<file path="src/rtl/output_display_ctrl_if.sv">
// ---------------------------------------------------------------------------
// output_display_ctrl_if
// OUT-instruction result bus from the pipelined core into the display
// controller.
//   outdisplay : one-cycle strobe, OUT result valid this cycle
//   outsel     : destination display bank (0..7)
//   outval1    : first operand of the OUT (upper half of the bank word)
//   outval2    : second operand of the OUT (lower half of the bank word)
// master = core side, slave = display controller side.
// ---------------------------------------------------------------------------
interface output_display_ctrl_if;
    logic        outdisplay;
    logic [2:0]  outsel;
    logic [15:0] outval1;
    logic [15:0] outval2;

    modport master (output outdisplay, output outsel, output outval1, output outval2);
    modport slave  (input  outdisplay, input  outsel, input  outval1, input  outval2);
endinterface

</file>
<file path="src/rtl/output_display_ctrl.sv">
// ---------------------------------------------------------------------------
// output_display_ctrl
// Captures OUT results from the core into 8 display banks and scans the bank
// selected by the board switches onto an 8-digit multiplexed 7-segment
// display. Also keeps per-bank fresh flags and a count of OUT strobes.
// Ports:
//   clock, reset     : system clock (shared with the core), async active-high reset
//   core_if          : OUT result bus (slave modport)
//   view_sel         : bank to display, quasi-static switches
//   seg              : {dp,g,f,e,d,c,b,a}, registered
//   an               : one-hot digit enables, registered with seg
//   fresh            : bank k written since it was last fully displayed
//   capture_count    : accepted OUT strobes, modulo 256
// ---------------------------------------------------------------------------
module output_display_ctrl #(
    parameter int unsigned SCAN_DIV   = 50000,
    parameter bit          ACTIVE_LOW = 1'b1
) (
    input  logic                         clock,
    input  logic                         reset,
    output_display_ctrl_if.slave         core_if,
    input  logic [2:0]                   view_sel,
    output logic [7:0]                   seg,
    output logic [7:0]                   an,
    output logic [7:0]                   fresh,
    output logic [7:0]                   capture_count
);

    localparam int unsigned     PW         = $clog2(SCAN_DIV);
    localparam logic [PW-1:0]   PRESC_MAX  = PW'(SCAN_DIV - 1);
    localparam logic [7:0]      SEG_RESET  = ACTIVE_LOW ? 8'hC0 : 8'h3F;
    localparam logic [7:0]      AN_RESET   = ACTIVE_LOW ? 8'hFE : 8'h01;

    logic [31:0]   bank_q [8];
    logic [7:0]    fresh_q, fresh_d;
    logic [7:0]    count_q, count_d;
    logic [PW-1:0] presc_q, presc_d;
    logic [2:0]    digit_q, digit_d;
    logic [7:0]    seg_q, seg_d;
    logic [7:0]    an_q, an_d;

    logic          presc_wrap;
    logic          scan_wrap;
    logic [31:0]   view_word;
    logic [3:0]    nibble;
    logic [7:0]    seg_raw;
    logic [7:0]    an_raw;

    function automatic logic [6:0] glyph(input logic [3:0] n);
        case (n)
            4'h0: glyph = 7'h3F;
            4'h1: glyph = 7'h06;
            4'h2: glyph = 7'h5B;
            4'h3: glyph = 7'h4F;
            4'h4: glyph = 7'h66;
            4'h5: glyph = 7'h6D;
            4'h6: glyph = 7'h7D;
            4'h7: glyph = 7'h07;
            4'h8: glyph = 7'h7F;
            4'h9: glyph = 7'h6F;
            4'hA: glyph = 7'h77;
            4'hB: glyph = 7'h7C;
            4'hC: glyph = 7'h39;
            4'hD: glyph = 7'h5E;
            4'hE: glyph = 7'h79;
            default: glyph = 7'h71;
        endcase
    endfunction

    always_comb begin
        presc_wrap = (presc_q == PRESC_MAX);
        scan_wrap  = presc_wrap && (digit_q == 3'd7);
        presc_d    = presc_wrap ? '0 : presc_q + 1'b1;
        digit_d    = presc_wrap ? digit_q + 3'd1 : digit_q;

        // Clear first so a same-cycle capture to the viewed bank keeps it fresh.
        fresh_d = fresh_q;
        if (scan_wrap) begin
            fresh_d[view_sel] = 1'b0;
        end
        count_d = count_q;
        if (core_if.outdisplay) begin
            fresh_d[core_if.outsel] = 1'b1;
            count_d = count_q + 8'd1;
        end

        // Bank word is {outval1, outval2}, so digit i is simply nibble i.
        view_word = bank_q[view_sel];
        nibble    = view_word[{digit_q, 2'b00} +: 4];
        seg_raw   = {(digit_q == 3'd4), glyph(nibble)};
        an_raw    = 8'b1 << digit_q;
        seg_d     = ACTIVE_LOW ? ~seg_raw : seg_raw;
        an_d      = ACTIVE_LOW ? ~an_raw  : an_raw;
    end

    always_ff @(posedge clock or posedge reset) begin
        if (reset) begin
            for (int k = 0; k < 8; k++) begin
                bank_q[k] <= '0;
            end
        end else if (core_if.outdisplay) begin
            bank_q[core_if.outsel] <= {core_if.outval1, core_if.outval2};
        end
    end

    always_ff @(posedge clock or posedge reset) begin
        if (reset) begin
            fresh_q <= '0;
            count_q <= '0;
            presc_q <= '0;
            digit_q <= '0;
            seg_q   <= SEG_RESET;
            an_q    <= AN_RESET;
        end else begin
            fresh_q <= fresh_d;
            count_q <= count_d;
            presc_q <= presc_d;
            digit_q <= digit_d;
            seg_q   <= seg_d;
            an_q    <= an_d;
        end
    end

    assign seg           = seg_q;
    assign an            = an_q;
    assign fresh         = fresh_q;
    assign capture_count = count_q;

endmodule

</file>
<file path="src/flat_wrapper.sv">
// flat-port wrapper written by rule: the top's interface ports become plain ports
module output_display_ctrl_flat 
#(
    parameter int unsigned SCAN_DIV   = 50000,
    parameter bit          ACTIVE_LOW = 1'b1
)
  (clock, reset, view_sel, seg, an, fresh, capture_count, core_if_outdisplay, core_if_outsel, core_if_outval1, core_if_outval2);
  output_display_ctrl_if core_if_i ();
  input  logic clock;
  input  logic reset;
  input  logic [2:0] view_sel;
  output logic [7:0] seg;
  output logic [7:0] an;
  output logic [7:0] fresh;
  output logic [7:0] capture_count;
  input wire logic [$bits(core_if_i.outdisplay)-1:0] core_if_outdisplay;
  input wire logic [$bits(core_if_i.outsel)-1:0] core_if_outsel;
  input wire logic [$bits(core_if_i.outval1)-1:0] core_if_outval1;
  input wire logic [$bits(core_if_i.outval2)-1:0] core_if_outval2;
  assign core_if_i.outdisplay = core_if_outdisplay;
  assign core_if_i.outsel = core_if_outsel;
  assign core_if_i.outval1 = core_if_outval1;
  assign core_if_i.outval2 = core_if_outval2;
  output_display_ctrl #(.SCAN_DIV(SCAN_DIV), .ACTIVE_LOW(ACTIVE_LOW)) u_core (.clock(clock), .reset(reset), .core_if(core_if_i), .view_sel(view_sel), .seg(seg), .an(an), .fresh(fresh), .capture_count(capture_count));
endmodule
</file>
<file path="config.mk">
export PLATFORM = sky130hd
export DESIGN_NAME = output_display_ctrl_flat
export DESIGN_NICKNAME = d
export VERILOG_FILES = /design/src/rtl/output_display_ctrl_if.sv /design/src/rtl/output_display_ctrl.sv /design/src/flat_wrapper.sv
export SDC_FILE = /design/constraint.sdc
export NUM_CORES = 1
export LEC_CHECK = 0
export ABC_AREA = 0
export BUFFER_PORTS_ARGS = -buffer_cell sky130_fd_sc_hd__buf_2
export CAP_MARGIN = 25
export CORE_ASPECT_RATIO = 1.4
export CORE_UTILIZATION = 45
export DETAILED_ROUTE_END_ITERATION = 8
export PLACE_DENSITY = 0.6
export SYNTH_ARGS = -nofsm -noshare
export SYNTH_HDL_FRONTEND = slang
export SYNTH_SLANG_ARGS = --single-unit
export TNS_END_PERCENT = 20
</file>
<file path="constraint.sdc">
create_clock -name clock -period 22.4 [get_ports clock]
set_clock_uncertainty 0.1 [all_clocks]
set_input_delay 1.12 -clock clock [delete_from_list [all_inputs] [get_ports clock]]
set_output_delay 1.12 -clock clock [all_outputs]
set_load 0.05 [all_outputs]
</file>
==> run summary <==
Initial Util = 45.8%
Vias per cell = 5.89
Psw = 426 uW
Ys async rst share = 100%
Inst Count DP = 1447
Count leader, synth = dfrtp_1
Port Buffers = 72
Synth top cells by count = dfrtp_1 (298), mux2_2 (282), nand2_1 (45)
Max-Cap Viols = 0
Worst Path Arrival = 4690 ps
GR peak layer = met2
Residual DRC = 0
Yosys synthesis warning count = 0
Sequential group share of total power = 46.5%
P&R area growth vs syn = 12.1%
Distinct cell type count of the synthesized netlist = 65
Run status = completed
Startpoint Class = input pin
Hpwl dp = 20700 um
Clock Path Buffers = 3
I/O pin cnt = 73
Internal Power = 1.14 mW
R2R setup slack = 19290 ps
Gate Count Post-Synth = 1039
Htree depth = 1
Kind of critical path = in -> reg
Antenna violations before repair = 0
Post-CTS Hold Fix Bufs = 0
Die area = 32100 um2
Post-synth top flop = dfrtp_1
Area leader, netlist = dfrtp_1
RSZ-0062 raised after global routing = no
Setup TNS = 0 ps
Largest net degree at the start of global routing = 158
Global-route wire length before repair = 54600 um
TritonRoute pass-1 iters = 5
R2R cell count = 9
LEAKAGE = 6.78 nW
Vias in the first global route = 9013
Seq cells post-synth = 306
Met3 usage = 2.54%
Worst rel slew slack = 36.1%
Hold Crit Depth = 1
Nets = 1147
Synthesized net count = 1095
Met2 Use GR = 37.9%
Root buffer cell = clkbuf_16
Num Clock Sinks = 306
Number of gates resized after cts = 0
Final Max Tran Viols = 0
Final GP Congestion = 0.796
Peak supply drop = 0.0000466 V
Crit path time final = 4340 ps
Final setup vio count = 0
Remaining antenna violation count = 0
GRT Total Usage = 22.6%
Total CTS buffers = 31
Post-route clock period utilization = 19.4%
Most area-consuming cells after synthesis = dfrtp_1 (53%), mux2_2 (22%), mux4_2 (2.6%)
Logic pwr share = 18.9%
Power per Cell Area = 98.7 nW/um2
Layout cells sized above 1 = 41.4%
1st-iter DRT viols = 537
Finished Layout Cells = 1501
Met1 usage in global routing = 30.5%
EDFF count, synth = 0
Fmax = 0.231 GHz
HP Class = reg -> reg
Yosys top cell area share = 52.8%
Die Ht = 212 um
Clk_lat worst skew = 570 ps
Fillers = 2743
Clock network fraction of total power = 34.6%
Worst Tran Pin Value = 959 ps
Die X = 152 um
CP Capture Type = flop
Core footprint = 30800 um2
Via count = 8847
Number of setup buffers added after CTS = 0
Mean Syn Cell Area = 13.6 um2
Total chip power = 1.56 mW
WL/cell = 23.4 um
Endpoints failing hold = 0
Final worst slack = 18060 ps
Worst Path Required = 22750 ps
Pre-CTS WS = 17480 ps
Seq/Total Area, Yosys = 54.3%
CTS clk-pin slew, worst paths = 70 ps
Drt total wl = 35100 um
Worst-path fanout max = 65
Post-Syn Area = 14100 um2
Gr ovfl total = 0
Switching Fraction = 27.3%
Row Count = 76
CTS tree = yes
-- through the flow --
step           instance area (um2)  hold slack, ps  util, %
2_1_floorplan                14100             325        -
3_3_place_gp                 14800             340     47.9
3_5_place_dp                 14800             355     47.9
4_1_cts                      15800             363     51.3
5_1_grt                      15800             373     51.4
6_report                     15800             365     51.4
-- layer usage --
| layer | wire (um) | up-vias | part of all wire, % |
|---|---|---|---|
| met1 | 15200 | 4662 | 43 |
| met5 | 0 | - | 0 |
| li1 | - | 3922 | - |
| met4 | 892 | 0 | 2.5 |
| met2 | 17500 | 210 | 50 |
| met3 | 1480 | 53 | 4.2 |
-- registers in the layout, indices dropped and copies added (netlist names) --
register / flops
u_core.presc_q: 16
u_core.digit_q: 3
u_core.an: 8
u_core.fresh: 8
u_core.seg: 7
u_core.bank_q: 256
u_core.capture_count: 8
-- final cells by class --
| class | count | area [um2] | area share, % |
|---|---|---|---|
| Antenna cell | 1 | 2.50 | 0.0158 |
| Clock buffer | 40 | 860 | 5.43 |
| Clock inverter | 12 | 189 | 1.19 |
| Inverter | 14 | 60.1 | 0.379 |
| Multi-Input combinational cell | 650 | 6050 | 38.2 |
| Sequential cell | 306 | 7670 | 48.4 |
| Tap cell | 390 | 488 | 3.08 |
| Timing Repair Buffer | 88 | 518 | 3.27 |
-- final timing paths --
check / start / endpoint
max: view_sel[1] / u_core.seg[0]
min: u_core.presc_q[0] / u_core.presc_q[0]
max reg2reg: u_core.digit_q[2] / u_core.seg[0]
min reg2reg: u_core.presc_q[0] / u_core.presc_q[0]
max in group asynchronous: reset / u_core.bank_q[201]
min in group asynchronous: reset / u_core.bank_q[253]
-- layout by cell type (no fill, tap or decap), drive strengths merged, types with 5 or more instances in the layout --
cell type | Yosys | final
and3 | 7 | 7
a21oi | 22 | 22
clkbuf | 38 | 40
mux4 | 18 | 18
mux2 | 286 | 286
inv | 13 | 13
clkinv | 1 | 8
o22ai | 9 | 9
a31oi | 11 | 11
dfstp | 8 | 8
mux2i | 34 | 34
o221ai | 9 | 9
nand2 | 45 | 45
xor2 | 12 | 12
bufinv | 0 | 5
dfrtp | 298 | 298
nor3 | 5 | 5
buf | 31 | 88
nor2 | 33 | 33
o211ai | 5 | 5
nand3 | 11 | 11
nand2b | 8 | 8
nor2b | 7 | 7
xnor2 | 10 | 10
a221oi | 16 | 16
a22oi | 7 | 7
ha | 15 | 15
a221o | 9 | 9
nand4 | 9 | 9
o21ai | 25 | 25
-- cells by family (layout without fill, tap and decap cells) --
group,after synthesis,after routing,share of synthesized area (%)
flops,306,306,54.3
fa+ha+maj,15,15,1.33
mux,338,338,28.2
other cells,0,1,0
buf+inv,83,154,3.00
simple gates,138,138,4.79
compound gates,137,137,7.04
xor+xnor,22,22,1.36
-- power groups by stage --
stage	Combinational (mW)	Clock, mW	Sequential, mW
floorplan	0.196	0	0.757
global placement	0.291	0	0.732
detailed placement	0.297	0	0.736
CTS	0.298	0.554	0.726
global route	0.320	0.574	0.741
finish	0.295	0.540	0.727
-- critical path, stage by stage --
cell and delay, ps:
buf_4 190, buf_4 760, clkinv_1 560, a221oi_1 380, o221a_2 240, nor2_1 40
a32o_1 230, nand2_1 60, and2_1 260, inv_1 140, ha_1 260, and3_1 160
a221o_1 260
(Power assumes the default switching activity.)
